<file path="src/rtl/rename_stage_nw_if.sv">
// rename_stage_nw_if: decode->rename->dispatch bundle for the N-lane rename stage.
// Groups flush, the decode-side request (lanes, RAT read data, freelist heads),
// the RAT write port, the freelist pop count, the registered dispatch-side group
// and the performance counters. The master modport is the environment side and
// the slave modport is the rename stage.
interface rename_stage_nw_if #(
  parameter int WIDTH     = 2,
  parameter int LREG_W    = 5,
  parameter int PREG_W    = 6,
  parameter int PAYLOAD_W = 160,
  parameter int CNT_W     = $clog2(WIDTH + 1)
);
  logic                       flush;
  logic [WIDTH-1:0]           in_valid;
  logic                       in_ready;
  logic [WIDTH*LREG_W-1:0]    in_lrs1;
  logic [WIDTH*LREG_W-1:0]    in_lrs2;
  logic [WIDTH*LREG_W-1:0]    in_lrd;
  logic [WIDTH-1:0]           in_src1_is_reg;
  logic [WIDTH-1:0]           in_src2_is_reg;
  logic [WIDTH-1:0]           in_need_to_wb;
  logic [WIDTH*PAYLOAD_W-1:0] in_payload;
  logic [WIDTH*PREG_W-1:0]    rat_prs1;
  logic [WIDTH*PREG_W-1:0]    rat_prs2;
  logic [WIDTH*PREG_W-1:0]    rat_old_prd;
  logic [WIDTH-1:0]           rat_wr_valid;
  logic [WIDTH*LREG_W-1:0]    rat_wr_addr;
  logic [WIDTH*PREG_W-1:0]    rat_wr_data;
  logic [WIDTH*PREG_W-1:0]    fl_head;
  logic [CNT_W-1:0]           fl_avail;
  logic [CNT_W-1:0]           fl_pop_cnt;
  logic [WIDTH-1:0]           out_valid;
  logic                       out_ready;
  logic [WIDTH*PREG_W-1:0]    out_prs1;
  logic [WIDTH*PREG_W-1:0]    out_prs2;
  logic [WIDTH*PREG_W-1:0]    out_prd;
  logic [WIDTH*PREG_W-1:0]    out_old_prd;
  logic [WIDTH*LREG_W-1:0]    out_lrd;
  logic [WIDTH-1:0]           out_alloc;
  logic [WIDTH*PAYLOAD_W-1:0] out_payload;
  logic [31:0]                perf_fl_stall_cnt;
  logic [31:0]                perf_group_cnt;
  modport master (
    output flush, in_valid, in_lrs1, in_lrs2, in_lrd, in_src1_is_reg, in_src2_is_reg,
           in_need_to_wb, in_payload, rat_prs1, rat_prs2, rat_old_prd, fl_head, fl_avail,
           out_ready,
    input  in_ready, rat_wr_valid, rat_wr_addr, rat_wr_data, fl_pop_cnt, out_valid,
           out_prs1, out_prs2, out_prd, out_old_prd, out_lrd, out_alloc, out_payload,
           perf_fl_stall_cnt, perf_group_cnt
  );
  modport slave (
    input  flush, in_valid, in_lrs1, in_lrs2, in_lrd, in_src1_is_reg, in_src2_is_reg,
           in_need_to_wb, in_payload, rat_prs1, rat_prs2, rat_old_prd, fl_head, fl_avail,
           out_ready,
    output in_ready, rat_wr_valid, rat_wr_addr, rat_wr_data, fl_pop_cnt, out_valid,
           out_prs1, out_prs2, out_prd, out_old_prd, out_lrd, out_alloc, out_payload,
           perf_fl_stall_cnt, perf_group_cnt
  );
endinterface

</file>
<file path="src/rtl/rename_stage_nw.sv">
// rename_stage_nw: parametrised N-lane register-rename stage between decode and dispatch.
// Ports:
//   clock    rising-edge clock
//   reset_n  asynchronous active-low reset
//   io       rename_stage_nw_if.slave: flush, decode group in (valid/ready, lregs,
//            use flags, payload), same-cycle RAT read data, RAT write port,
//            freelist heads/avail/pop count, registered renamed group out
//            (valid/ready), performance counters.
// Optional feature: define RENAME_PERF_CNT_EN to build the saturating freelist-stall
// and accepted-group counters; otherwise both counter ports read 0.
// A group is accepted whole or not at all: it stalls while the output register is
// occupied and not draining, while the freelist cannot cover every allocating lane,
// or during flush.
module rename_stage_nw #(
  parameter int WIDTH     = 2,
  parameter int LREG_W    = 5,
  parameter int PREG_W    = 6,
  parameter int PAYLOAD_W = 160,
  parameter int CNT_W     = $clog2(WIDTH + 1)
) (
  input logic             clock,
  input logic             reset_n,
  rename_stage_nw_if.slave io
);
  logic [WIDTH-1:0]           alloc;
  logic [WIDTH-1:0]           wr_keep;
  logic [CNT_W-1:0]           need;
  logic [WIDTH*PREG_W-1:0]    prd;
  logic [WIDTH*PREG_W-1:0]    prs1;
  logic [WIDTH*PREG_W-1:0]    prs2;
  logic [WIDTH*PREG_W-1:0]    old_prd;
  logic                       out_free;
  logic                       fl_ok;
  logic                       ready;
  logic                       accept;
  logic [WIDTH-1:0]           ov_q;
  logic [WIDTH*PREG_W-1:0]    prs1_q;
  logic [WIDTH*PREG_W-1:0]    prs2_q;
  logic [WIDTH*PREG_W-1:0]    prd_q;
  logic [WIDTH*PREG_W-1:0]    old_prd_q;
  logic [WIDTH*LREG_W-1:0]    lrd_q;
  logic [WIDTH-1:0]           alloc_q;
  logic [WIDTH*PAYLOAD_W-1:0] payload_q;
  // x0 is hard-wired, so it never consumes a preg nor creates a dependency
  always_comb begin
    alloc = '0;
    for (int k = 0; k < WIDTH; k++)
      alloc[k] = io.in_valid[k] & io.in_need_to_wb[k] & (io.in_lrd[k*LREG_W +: LREG_W] != '0);
  end
  // Each allocating lane takes the freelist slot indexed by the number of older allocators
  always_comb begin
    need = '0;
    prd  = '0;
    for (int k = 0; k < WIDTH; k++) begin
      if (alloc[k])
        prd[k*PREG_W +: PREG_W] = io.fl_head[int'(need)*PREG_W +: PREG_W];
      need = need + CNT_W'(alloc[k]);
    end
  end
  // Scanning older lanes oldest-first lets the youngest matching writer win
  always_comb begin
    prs1    = io.rat_prs1;
    prs2    = io.rat_prs2;
    old_prd = io.rat_old_prd;
    for (int j = 1; j < WIDTH; j++)
      for (int i = 0; i < j; i++)
        if (alloc[i]) begin
          if (io.in_src1_is_reg[j] && io.in_lrd[i*LREG_W +: LREG_W] == io.in_lrs1[j*LREG_W +: LREG_W])
            prs1[j*PREG_W +: PREG_W] = prd[i*PREG_W +: PREG_W];
          if (io.in_src2_is_reg[j] && io.in_lrd[i*LREG_W +: LREG_W] == io.in_lrs2[j*LREG_W +: LREG_W])
            prs2[j*PREG_W +: PREG_W] = prd[i*PREG_W +: PREG_W];
          if (io.in_lrd[i*LREG_W +: LREG_W] == io.in_lrd[j*LREG_W +: LREG_W])
            old_prd[j*PREG_W +: PREG_W] = prd[i*PREG_W +: PREG_W];
        end
  end
  // Only the youngest writer of a logical register updates the RAT
  always_comb begin
    wr_keep = alloc;
    for (int j = 0; j < WIDTH - 1; j++)
      for (int i = j + 1; i < WIDTH; i++)
        if (alloc[i] && io.in_lrd[i*LREG_W +: LREG_W] == io.in_lrd[j*LREG_W +: LREG_W])
          wr_keep[j] = 1'b0;
  end
  assign out_free        = ~|ov_q | io.out_ready;
  assign fl_ok           = io.fl_avail >= need;
  assign ready           = reset_n & ~io.flush & out_free & fl_ok;
  assign accept          = ready & |io.in_valid;
  assign io.in_ready     = ready;
  assign io.rat_wr_valid = accept ? wr_keep : '0;
  assign io.rat_wr_addr  = io.in_lrd;
  assign io.rat_wr_data  = prd;
  assign io.fl_pop_cnt   = accept ? need : '0;
  always_ff @(posedge clock or negedge reset_n) begin
    if (!reset_n) begin
      ov_q      <= '0;
      prs1_q    <= '0;
      prs2_q    <= '0;
      prd_q     <= '0;
      old_prd_q <= '0;
      lrd_q     <= '0;
      alloc_q   <= '0;
      payload_q <= '0;
    end else if (io.flush) begin
      ov_q <= '0;
    end else if (accept) begin
      ov_q      <= io.in_valid;
      prs1_q    <= prs1;
      prs2_q    <= prs2;
      prd_q     <= prd;
      old_prd_q <= old_prd;
      lrd_q     <= io.in_lrd;
      alloc_q   <= alloc;
      payload_q <= io.in_payload;
    end else if (io.out_ready) begin
      ov_q <= '0;
    end
  end
  assign io.out_valid   = ov_q;
  assign io.out_prs1    = prs1_q;
  assign io.out_prs2    = prs2_q;
  assign io.out_prd     = prd_q;
  assign io.out_old_prd = old_prd_q;
  assign io.out_lrd     = lrd_q;
  assign io.out_alloc   = alloc_q;
  assign io.out_payload = payload_q;
`ifdef RENAME_PERF_CNT_EN
  logic [31:0] stall_q;
  logic [31:0] group_q;
  logic        stall;
  // Counts cycles where only the freelist holds a real group back
  assign stall = |io.in_valid & ~io.flush & out_free & ~fl_ok;
  always_ff @(posedge clock or negedge reset_n) begin
    if (!reset_n) begin
      stall_q <= '0;
      group_q <= '0;
    end else begin
      if (stall && ~&stall_q) stall_q <= stall_q + 32'd1;
      if (accept && ~&group_q) group_q <= group_q + 32'd1;
    end
  end
  assign io.perf_fl_stall_cnt = stall_q;
  assign io.perf_group_cnt    = group_q;
`else
  assign io.perf_fl_stall_cnt = '0;
  assign io.perf_group_cnt    = '0;
`endif
endmodule

</file>
<file path="src/flat_wrapper.sv">
// flat-port wrapper written by rule: the top's interface ports become plain ports
module rename_stage_nw_flat 
#(
  parameter int WIDTH     = 2,
  parameter int LREG_W    = 5,
  parameter int PREG_W    = 6,
  parameter int PAYLOAD_W = 160,
  parameter int CNT_W     = $clog2(WIDTH + 1)
)
  (clock, reset_n, io_flush, io_in_valid, io_in_lrs1, io_in_lrs2, io_in_lrd, io_in_src1_is_reg, io_in_src2_is_reg, io_in_need_to_wb, io_in_payload, io_rat_prs1, io_rat_prs2, io_rat_old_prd, io_fl_head, io_fl_avail, io_out_ready, io_in_ready, io_rat_wr_valid, io_rat_wr_addr, io_rat_wr_data, io_fl_pop_cnt, io_out_valid, io_out_prs1, io_out_prs2, io_out_prd, io_out_old_prd, io_out_lrd, io_out_alloc, io_out_payload, io_perf_fl_stall_cnt, io_perf_group_cnt);
  rename_stage_nw_if #(.WIDTH(WIDTH), .LREG_W(LREG_W), .PREG_W(PREG_W), .PAYLOAD_W(PAYLOAD_W), .CNT_W(CNT_W)) io_i ();
  input logic clock;
  input logic reset_n;
  input wire logic [$bits(io_i.flush)-1:0] io_flush;
  input wire logic [$bits(io_i.in_valid)-1:0] io_in_valid;
  input wire logic [$bits(io_i.in_lrs1)-1:0] io_in_lrs1;
  input wire logic [$bits(io_i.in_lrs2)-1:0] io_in_lrs2;
  input wire logic [$bits(io_i.in_lrd)-1:0] io_in_lrd;
  input wire logic [$bits(io_i.in_src1_is_reg)-1:0] io_in_src1_is_reg;
  input wire logic [$bits(io_i.in_src2_is_reg)-1:0] io_in_src2_is_reg;
  input wire logic [$bits(io_i.in_need_to_wb)-1:0] io_in_need_to_wb;
  input wire logic [$bits(io_i.in_payload)-1:0] io_in_payload;
  input wire logic [$bits(io_i.rat_prs1)-1:0] io_rat_prs1;
  input wire logic [$bits(io_i.rat_prs2)-1:0] io_rat_prs2;
  input wire logic [$bits(io_i.rat_old_prd)-1:0] io_rat_old_prd;
  input wire logic [$bits(io_i.fl_head)-1:0] io_fl_head;
  input wire logic [$bits(io_i.fl_avail)-1:0] io_fl_avail;
  input wire logic [$bits(io_i.out_ready)-1:0] io_out_ready;
  output wire logic [$bits(io_i.in_ready)-1:0] io_in_ready;
  output wire logic [$bits(io_i.rat_wr_valid)-1:0] io_rat_wr_valid;
  output wire logic [$bits(io_i.rat_wr_addr)-1:0] io_rat_wr_addr;
  output wire logic [$bits(io_i.rat_wr_data)-1:0] io_rat_wr_data;
  output wire logic [$bits(io_i.fl_pop_cnt)-1:0] io_fl_pop_cnt;
  output wire logic [$bits(io_i.out_valid)-1:0] io_out_valid;
  output wire logic [$bits(io_i.out_prs1)-1:0] io_out_prs1;
  output wire logic [$bits(io_i.out_prs2)-1:0] io_out_prs2;
  output wire logic [$bits(io_i.out_prd)-1:0] io_out_prd;
  output wire logic [$bits(io_i.out_old_prd)-1:0] io_out_old_prd;
  output wire logic [$bits(io_i.out_lrd)-1:0] io_out_lrd;
  output wire logic [$bits(io_i.out_alloc)-1:0] io_out_alloc;
  output wire logic [$bits(io_i.out_payload)-1:0] io_out_payload;
  output wire logic [$bits(io_i.perf_fl_stall_cnt)-1:0] io_perf_fl_stall_cnt;
  output wire logic [$bits(io_i.perf_group_cnt)-1:0] io_perf_group_cnt;
  assign io_i.flush = io_flush;
  assign io_i.in_valid = io_in_valid;
  assign io_i.in_lrs1 = io_in_lrs1;
  assign io_i.in_lrs2 = io_in_lrs2;
  assign io_i.in_lrd = io_in_lrd;
  assign io_i.in_src1_is_reg = io_in_src1_is_reg;
  assign io_i.in_src2_is_reg = io_in_src2_is_reg;
  assign io_i.in_need_to_wb = io_in_need_to_wb;
  assign io_i.in_payload = io_in_payload;
  assign io_i.rat_prs1 = io_rat_prs1;
  assign io_i.rat_prs2 = io_rat_prs2;
  assign io_i.rat_old_prd = io_rat_old_prd;
  assign io_i.fl_head = io_fl_head;
  assign io_i.fl_avail = io_fl_avail;
  assign io_i.out_ready = io_out_ready;
  assign io_in_ready = io_i.in_ready;
  assign io_rat_wr_valid = io_i.rat_wr_valid;
  assign io_rat_wr_addr = io_i.rat_wr_addr;
  assign io_rat_wr_data = io_i.rat_wr_data;
  assign io_fl_pop_cnt = io_i.fl_pop_cnt;
  assign io_out_valid = io_i.out_valid;
  assign io_out_prs1 = io_i.out_prs1;
  assign io_out_prs2 = io_i.out_prs2;
  assign io_out_prd = io_i.out_prd;
  assign io_out_old_prd = io_i.out_old_prd;
  assign io_out_lrd = io_i.out_lrd;
  assign io_out_alloc = io_i.out_alloc;
  assign io_out_payload = io_i.out_payload;
  assign io_perf_fl_stall_cnt = io_i.perf_fl_stall_cnt;
  assign io_perf_group_cnt = io_i.perf_group_cnt;
  rename_stage_nw #(.WIDTH(WIDTH), .LREG_W(LREG_W), .PREG_W(PREG_W), .PAYLOAD_W(PAYLOAD_W), .CNT_W(CNT_W)) u_core (.clock(clock), .reset_n(reset_n), .io(io_i));
endmodule
</file>
<file path="config.mk">
export PLATFORM = sky130hd
export DESIGN_NAME = rename_stage_nw_flat
export DESIGN_NICKNAME = d
export VERILOG_FILES = /design/src/rtl/rename_stage_nw_if.sv /design/src/rtl/rename_stage_nw.sv /design/src/flat_wrapper.sv
export SDC_FILE = /design/constraint.sdc
export NUM_CORES = 1
export LEC_CHECK = 0
export CAP_MARGIN = 20
export CORE_AREA = 8 8 337 339
export DETAILED_ROUTE_END_ITERATION = 10
export DIE_AREA = 0 0 345 347
export HOLD_SLACK_MARGIN = 0.02
export PLACE_DENSITY = 0.35
export RECOVER_POWER = 25
export SETUP_SLACK_MARGIN = 0.5
export SYNTH_ARGS = -nofsm -noshare
export SYNTH_HDL_FRONTEND = slang
export SYNTH_SLANG_ARGS = --single-unit
</file>
<file path="constraint.sdc">
create_clock -name clock -period 7.6 [get_ports clock]
set_clock_uncertainty 0.2 [all_clocks]
set_input_delay 1.9 -clock clock [delete_from_list [all_inputs] [get_ports clock]]
set_output_delay 1.9 -clock clock [all_outputs]
set_load 0.005 [all_outputs]
</file>
* Yosys cells after proc, flatten, opt, wreduce, memory -nomap -nowiden
Index checks and enable logic that the tools add are counted.
** Word-level totals
- Register bits :: 382
- Logic and storage cells :: 50
** Operators by class
- Add/subtract/negate cells :: 1
- $mul :: 1
- Magnitude comparators :: 1
- Eq/ne operators :: 4
- Shift operators :: 1
- Muxes and demuxes :: 14
- Bitwise gates (word level) :: 10
- Reduce and logical (&&, ||, !) cells :: 10
** Operators with widths (count)
- two-way mux 6 bit :: 8
- indexed part select 12 x 32 -> 6 bit :: 1
- equality test 5 bit :: 4
- two-way mux 2 bit :: 5
- nonzero test 5 bit :: 2
- bitwise AND 1 bit :: 8
- OR reduction 2 bit :: 2
- logical AND 1 bit :: 3
- multiplier 1 x 2 -> 3 bit (second input constant) :: 1
- nonzero test 3 bit :: 1
- adder 1 x 1 -> 2 bit :: 1
- greater-or-equal comparator 2 bit :: 1
- AND reduction 2 bit :: 1
- logical NOT 1 bit :: 1
- two-way mux 1 bit :: 1
- NOT 1 bit :: 1
- OR 1 bit :: 1

* Longest topological paths before layout
Gate-level depths: netlist of the first run.
- Word-level depth :: 8
- Mapped depth :: 15
- Depth with buffers taken out :: 9

* Worst setup path after synthesis of the first run
No wires, ideal clock.
- Path kind :: input-to-output
- From :: input io_in_lrd[3]
- To :: output io_rat_wr_valid[0]
- Arrival :: 4.374 ns
- Required time :: 5.500 ns
- Slack :: 1.126 ns
- Stages on the path :: 12
- Path through :: or4_1 o211ai_2 inv_2 buf_6 buf_6 ha_1 ha_1 nand2b_1 a21o_1 nand2_1 buf_2 a311oi_1
** On the way
- Cells in the longest elaborated chain, start to end :: 7
- Elaborated cells between the ends (all ways) :: 10
** Ends and longest elaborated chain
- from (decl) :: RTL line flat_wrapper.sv:18 : input wire logic [$bits(io_i.in_lrd)-1:0] io_in_lrd;
- nonzero test 5 bit (*) :: RTL line rename_stage_nw.sv:48 : alloc[k] = io.in_valid[k] & io.in_need_to_wb[k] & (io.in_lrd[k*LREG_W +: LREG_W] != '0);
- bitwise AND 1 bit (*) :: RTL line rename_stage_nw.sv:48
- via u_core.alloc[0] :: RTL line rename_stage_nw.sv:25 : logic [WIDTH-1:0] alloc;
- adder 1 x 1 -> 2 bit :: RTL line rename_stage_nw.sv:57 : need = need + CNT_W'(alloc[k]);
- greater-or-equal comparator 2 bit :: RTL line rename_stage_nw.sv:85 : assign fl_ok = io.fl_avail >= need;
- bitwise AND 1 bit :: RTL line rename_stage_nw.sv:86 : assign ready = reset_n & ~io.flush & out_free & fl_ok;
- bitwise AND 1 bit :: RTL line rename_stage_nw.sv:87 : assign accept = ready & |io.in_valid;
- two-way mux 2 bit (*) :: RTL line rename_stage_nw.sv:89 : assign io.rat_wr_valid = accept ? wr_keep : '0;
- to (decl) :: RTL line flat_wrapper.sv:30 : output wire logic [$bits(io_i.rat_wr_valid)-1:0] io_rat_wr_valid;
The timed path passes the listed nets; every way through them passes the cells marked *.

* Worst setup path after layout of the first run
- From :: input io_in_lrd[7]
- To :: output io_fl_pop_cnt[1]
** On the way
- Cells in the longest elaborated chain, start to end :: 7
** Ends and longest elaborated chain
- nonzero test 5 bit (*) :: RTL line rename_stage_nw.sv:48
- bitwise AND 1 bit (*) :: RTL line rename_stage_nw.sv:48
- via u_core.alloc[1] :: RTL line rename_stage_nw.sv:25
- adder 1 x 1 -> 2 bit (*) :: RTL line rename_stage_nw.sv:57
- greater-or-equal comparator 2 bit :: RTL line rename_stage_nw.sv:85
- bitwise AND 1 bit :: RTL line rename_stage_nw.sv:86
- bitwise AND 1 bit :: RTL line rename_stage_nw.sv:87
- two-way mux 2 bit (*) :: RTL line rename_stage_nw.sv:92 : assign io.fl_pop_cnt = accept ? need : '0;
- to (decl) :: RTL line flat_wrapper.sv:33 : output wire logic [$bits(io_i.fl_pop_cnt)-1:0] io_fl_pop_cnt;
Marked as above.

==> impl_metrics.tcl, run 1 <==
set metrics [dict create \
    peakVddDrop_uv 154 \
    crit_required_ns 5.50 \
    ys_warn_count 0 \
    clockRootBuffer "clkbuf_16" \
    combPwrFrac_pct 28.5 \
    initial_core_util_pct 14.5 \
    ys_types 37 \
    synthCells 1022 \
    cts_tree "built" \
    synth-async-reset-ratio_pct 100 \
    drtPass1Iterations 4 \
    worstMarginPinSlew_ns 3.30 \
    rows 121 \
    antenna_left 0 \
    syn_area_um2 15700 \
    cp-start-kind "input pin" \
    clkPwrFrac_pct 33.7 \
    p_per_area_nw_per_um2 277 \
    dieArea_um2 120000 \
    synth_edf_count 0 \
    endpoint_kind "output pin" \
    cell_internal_pwr_mw 5.36 \
    clock_sinks 382 \
    io_buffers 808 \
    worst-setup-path-type "in -> out" \
    num_vias 11600 \
    core_um2 108000 \
    critical_path.max_fanout 4 \
    yosysTopAreaCell "dfrtp_1" \
    clkSlewWorstSetupHoldPaths_ns 0.06 \
    ios 885 \
    yosysSeqAreaShare_pct 60.9 \
    place_hpwl_um 59400 \
    drt_iter0_drc 334 \
    grt_pass1_vias 13200 \
    status "complete, but fails checks" \
    die_x_um 345 \
    drc 0 \
    rsz0062_at_grt "false" \
    fin_tns_setup_ns 0 \
    ctsLongestPathBuffers 3 \
    yosys_register_bits 382 \
    gp_congestion 0.803 \
    min_period_ns 6.92 \
    yosysMostFrequentCell "dfrtp_1" \
    post-route-util_pct 24.9 \
    power.leakage_nw 10.8 \
    synth_area_per_cell_um2 15.4 \
    synth_ff_type "dfrtp_1" \
    grtUsageTotal_pct 12.1 \
    clock.fmax_mhz 144 \
    holdWs_ns 0.280 \
    nets 2266 \
    antenna_found_initial 18 \
    fp.dieH_um 347 \
    slew_headroom_pct -120 \
    syn2layout_area_growth_pct 71.2 \
    h-tree-depth 2 \
    synth_top_area_share_pct 60.9 \
    slew_viol_final 278 \
    insertion_delay_ns 0.61 \
    pwr-share-seq_pct 37.8 \
    hold_violations 0 \
    netlist_top_cells_area "dfrtp_1, mux2_1, mux2_2" \
    numCtsBuffers 53 \
    timing.final.crit_share_pct 91.1 \
    synthTopCellsByCount "dfrtp_1, mux2_1, buf_4" \
    max_cap_viol_count 4 \
    hp-class "reg -> reg" \
    vias_per_cell 3.51 \
    drive_gt1_share_pct 9.98 \
    worstHoldPathCells 1 \
    overflow 0 \
    worstPathArrival_ns 4.82 \
    violations "max-capacitance violations, max-slew violations" \
    grt_max_degree 121 \
    routed_wl_um 75100 \
    grt_pass1_wl_um 106000 \
    swShare_pct 27.9 \
    reg2regPathDepth 6 \
    wl_per_cell_um 22.7 \
    setup_viol 0 \
    p_sw_mw 2.08 \
]
==> layout make-up <==
type                            instances  area (um2)
Antenna cell                            6        15.0
Clock buffer                           75        1530
Clock inverter                         22         236
Fill cell                           11300       81200
Inverter                                6        22.5
Multi-Input combinational cell        565        5310
Sequential cell                       382        9560
Tap cell                             1414        1770
Timing Repair Buffer                  843        8430
==> logic make-up (layout without fill, tap and decap cells) <==
group	after synthesis	in the layout	share of synthesized area [%]
xor gates and xnor gates	15	15	0.837
DFF	382	382	60.9
AOI/OAI and AO/OA	68	68	2.96
muxes	361	361	25.9
and+or+nand+nor	54	54	2.09
adders and majority gates	3	3	0.239
buffers and inverters	138	946	7.09
other	1	70	0.0239
==> cell usage in the layout, fill, tap and decap left out, types with 3 or more instances in the layout <==
master / count
clkbuf_1: 11
mux2_2: 54
diode_2: 6
dlygate4sd2_1: 3
inv_1: 5
ha_1: 3
buf_12: 5
buf_4: 25
and2_4: 3
o2bb2ai_1: 6
clkbuf_8: 12
a21oi_1: 18
mux2i_1: 6
o31ai_1: 18
clkbuf_16: 53
xnor2_1: 15
and2_1: 7
clkdlybuf4s50_1: 802
clkinv_4: 3
nand2_1: 3
clkinv_2: 10
nor2_1: 8
mux2_1: 301
dfrtp_1: 382
a31oi_1: 18
nand4_1: 20
clkbuf_2: 3
conb_1: 64
clkinvlp_4: 3
==> worst max-delay path, stage by stage <==
cell and delay [ns]:
clkdlybuf4s50_1 0.42, or4_4 0.58, o211ai_4 0.19, inv_1 0.09, ha_1 0.31, ha_1 0.27
nand2b_1 0.16, a21o_4 0.24, buf_4 0.14, nand2_2 0.07, buf_4 0.13, nor2_4 0.05
dlygate4sd2_1 0.28
==> state kept, by name, indices dropped and copies added, names as in the netlist <==
register / count
u_core.io.out_prs2: 12
u_core.io.out_payload: 320
u_core.io.out_valid: 2
u_core.io.out_lrd: 10
u_core.io.out_prs1: 12
u_core.io.out_alloc: 2
u_core.io.out_prd: 12
u_core.io.out_old_prd: 12
==> power by group through the flow <==
stage          Combinational (mW)  Sequential (mW)  Clock (mW)
3_5_place_dp                 2.18             2.84           0
5_1_grt                      2.27             2.88        2.72
2_1_floorplan               0.503             2.85           0
6_report                     2.12             2.81        2.51
3_3_place_gp                 2.19             2.83           0
4_1_cts                      2.20             2.82        2.65
==> what timing repair did <==
item / 4_1_cts / 5_1_grt
buffers inserted: 1 / 0
setup endpoints to repair: 5 / 4
gates cloned: 1 / 0
pin swaps: 1 / 1
resized for setup: 8 / 6
hold buffers: 0 / 0
hold endpoints to repair: 0 / 0
==> stage by stage <==
| step | power [mW] | worst slack, ns | instances | instance area (um2) |
|---|---|---|---|---|
| after global routing | 7.87 | 0.547 | 3308 | 26900 |
| after floorplan | 3.35 | 1.13 | 1085 | 15900 |
| after detailed placement | 5.03 | 0.0394 | 3208 | 25000 |
| final | 7.44 | 0.679 | 3313 | 26900 |
| after global placement | 5.02 | -0.0234 | 3208 | 25000 |
| after CTS | 7.67 | 0.507 | 3307 | 26900 |
==> final timing paths <==
path	start	end	slack, ns
setup / recovery	io_in_lrd[7]	io_fl_pop_cnt[1]	0.68
hold / removal	u_core.io.out_payload[58]$_DFFE_PN0P_	u_core.io.out_payload[58]$_DFFE_PN0P_	0.28
setup reg to reg	u_core.io.out_valid[1]$_DFFE_PN0P_	u_core.io.out_prd[3]$_DFFE_PN0P_	4.67
hold reg to reg	u_core.io.out_payload[58]$_DFFE_PN0P_	u_core.io.out_payload[58]$_DFFE_PN0P_	0.28
max in group asynchronous	reset_n	u_core.io.out_payload[43]$_DFFE_PN0P_	1.92
min in group asynchronous	reset_n	u_core.io.out_payload[275]$_DFFE_PN0P_	0.98
==> routing by layer <==
layer  track usage (%)  wire [um]
met4              4.04       2380
met5                 0         80
met2              21.5      38000
met3              6.11       7630
met1              12.3      27100
(Power assumes the default switching activity.)
==> run 2, diff against run 1 <==
Settings changed: CORE_AREA 8 8 337 339 to 2 2 341 343, DIE_AREA 0 0 345 347 to 0 0 343 345, MAX_ROUTING_LAYER set to met4, PLACE_DENSITY 0.35 to 0.33.
==> impl_metrics.tcl, run 2 (same netlist as run 1, synthesis figures left out) <==
set metrics [dict create \
    status "complete, but fails checks" \
    violations "max-capacitance violations, max-slew violations" \
    grtUsageTotal_pct 10.9 \
    worst-setup-path-type "in -> out" \
    initial_core_util_pct 13.6 \
    clockRootBuffer "clkbuf_16" \
    clkSlewWorstSetupHoldPaths_ns 0.05 \
    cell_internal_pwr_mw 5.35 \
    rsz0062_at_grt "false" \
    insertion_delay_ns 0.60 \
    critPathLaunch "io_in_lrd[7]" \
    dieArea_um2 118000 \
    path_delay_family "buffers and inverters" \
    cts-hold-fix-buffers 0 \
    clkPwrFrac_pct 33.7 \
    grtUsageMet3_pct 4.26 \
    busiest_layer "met2" \
    cts_setup_buffers 0 \
    gp_congestion 0.785 \
    h-tree-depth 2 \
    grt_max_degree 96 \
    place_hpwl_um 50200 \
    slew_viol_final 293 \
    die_x_um 343 \
    drtPass1Iterations 4 \
    ios 885 \
    combPwrFrac_pct 28.1 \
    rr_startpoint "u_core.io.out_valid[1]$_DFFE_PN0P_" \
    worstPathArrival_ns 4.83 \
    final_common_cell "clkdlybuf4s50_1" \
    peakVddDrop_uv 139 \
    worstHoldStart "u_core.io.out_payload[312]$_DFFE_PN0P_" \
    endpoint_kind "output pin" \
    drt_iter0_drc 288 \
    worstMarginPinSlew_ns 3.80 \
    numCtsBuffers 51 \
    rrSetupSlack_ns 4.31 \
    drive_gt1_share_pct 9.53 \
    clock.fmax_mhz 144 \
    routed_wl_um 64600 \
    antenna_found_initial 17 \
    fp.dieH_um 345 \
    grt_use_met1_pct 10.3 \
    hp-class "reg -> reg" \
    fin_tns_setup_ns 0 \
    critical_path.max_fanout 5 \
    pwr-share-seq_pct 38.2 \
    cp-start-kind "input pin" \
    cp_num_cells 11 \
    antenna_left 0 \
    worstPathCellList "clkdlybuf4s50_1, or4_1, o211ai_2, inv_1, ha_1, ha_1, nand2b_1, a21o_4, nand2_1, nor2_1, clkdlybuf4s50_1" \
    ctsLongestPathBuffers 3 \
    cts_tree "built" \
    grt_pass1_vias 12500 \
    syn2layout_area_growth_pct 71.5 \
    hold_violations 0 \
    final_cell_mix "clkdlybuf4s50_1, dfrtp_1, mux2_1" \
    slew_headroom_pct -153 \
    p_sw_mw 1.93 \
    max_stage_delay_ns 0.54 \
    cpMaxStageDelayCell "clkdlybuf4s50_1" \
    num_vias 11300 \
    grt_pass1_wl_um 91200 \
    reg2regPathDepth 7 \
    crit_required_ns 5.50 \
    worst-path-buf-inv 3 \
    io_buffers 808 \
    worstHoldPathCells 1 \
    timing.final.crit_share_pct 91.2 \
    critPathCapture "io_fl_pop_cnt[1]" \
    swShare_pct 26.5 \
    setup_viol 0 \
    clock_sinks 382 \
    power.leakage_nw 10.7 \
    largest_reg_flops 320 \
    min_period_ns 6.93 \
    nets 2263 \
    met2_usage_pct 20.1 \
    p_per_area_nw_per_um2 271 \
    drc 0 \
    core_um2 115000 \
    rows 125 \
    max_cap_viol_count 4 \
    r2r-end "u_core.io.out_payload[276]$_DFFE_PN0P_" \
    post-route-util_pct 23.4 \
    vias_per_cell 3.30 \
    wl_per_cell_um 18.9 \
    overflow 0 \
]
## run 2: area by class of cell
type / count / area [um2]
clock buffers: 78 / 1560
inverters: 6 / 22.5
repair buffers: 842 / 8390
clock inverters: 16 / 151
fillers: 12200 / 88200
multi-input cells: 565 / 5280
diodes: 15 / 37.5
well taps: 1524 / 1910
flip-flops and latches: 382 / 9560
## run 2: per-stage QoR
stage / setup slack [ns] / cells / cell area (um2) / hold slack [ns] / power [mW]
2_1_floorplan: 1.13 / 1085 / 15900 / 0.279 / 3.35
3_3_place_gp: 0.284 / 3319 / 25200 / 0.266 / 4.93
3_5_place_dp: 0.269 / 3319 / 25200 / 0.274 / 4.94
4_1_cts: 0.565 / 3413 / 26900 / 0.286 / 7.50
5_1_grt: 0.522 / 3428 / 26900 / 0.291 / 7.72
6_report: 0.669 / 3428 / 26900 / 0.281 / 7.29
## run 2: worst min path at each step
stage	endpoint	slack, ns
2_1_floorplan	u_core.io.out_prd[10]$_DFFE_PN0P_	0.28
3_3_place_gp	u_core.io.out_payload[233]$_DFFE_PN0P_	0.27
3_5_place_dp	u_core.io.out_payload[312]$_DFFE_PN0P_	0.27
4_1_cts	u_core.io.out_payload[120]$_DFFE_PN0P_	0.29
5_1_grt	u_core.io.out_payload[256]$_DFFE_PN0P_	0.29
6_report	u_core.io.out_payload[312]$_DFFE_PN0P_	0.28
## run 2: worst register-to-register path, stage by stage (launching register included)
cell	delay [ns]
dfrtp_1	0.41
o21ba_1	0.24
nor4b_4	0.47
buf_4	0.34
and2_4	0.48
buf_12	0.30
buf_12	0.33
mux2_2	0.41
## run 2: metal layers
metal / up-vias / wire (um)
li1: 5179 / -
met1: 5574 / 22100
met2: 477 / 35000
met3: 83 / 6070
met4: 0 / 1500
met5: - / 0
## run 2: power groups by stage
stage	sequential, mW	combinational (mW)	clock, mW
5_1_grt	2.85	2.20	2.66
3_5_place_dp	2.82	2.11	0
3_3_place_gp	2.81	2.12	0
2_1_floorplan	2.85	0.503	0
4_1_cts	2.79	2.12	2.59
6_report	2.78	2.05	2.46
## run 2: repair_timing
action / CTS / global route
endpoints found under the setup margin: 3 / 1
gates resized for setup: 4 / 1
hold endpoints to repair: 0 / 0
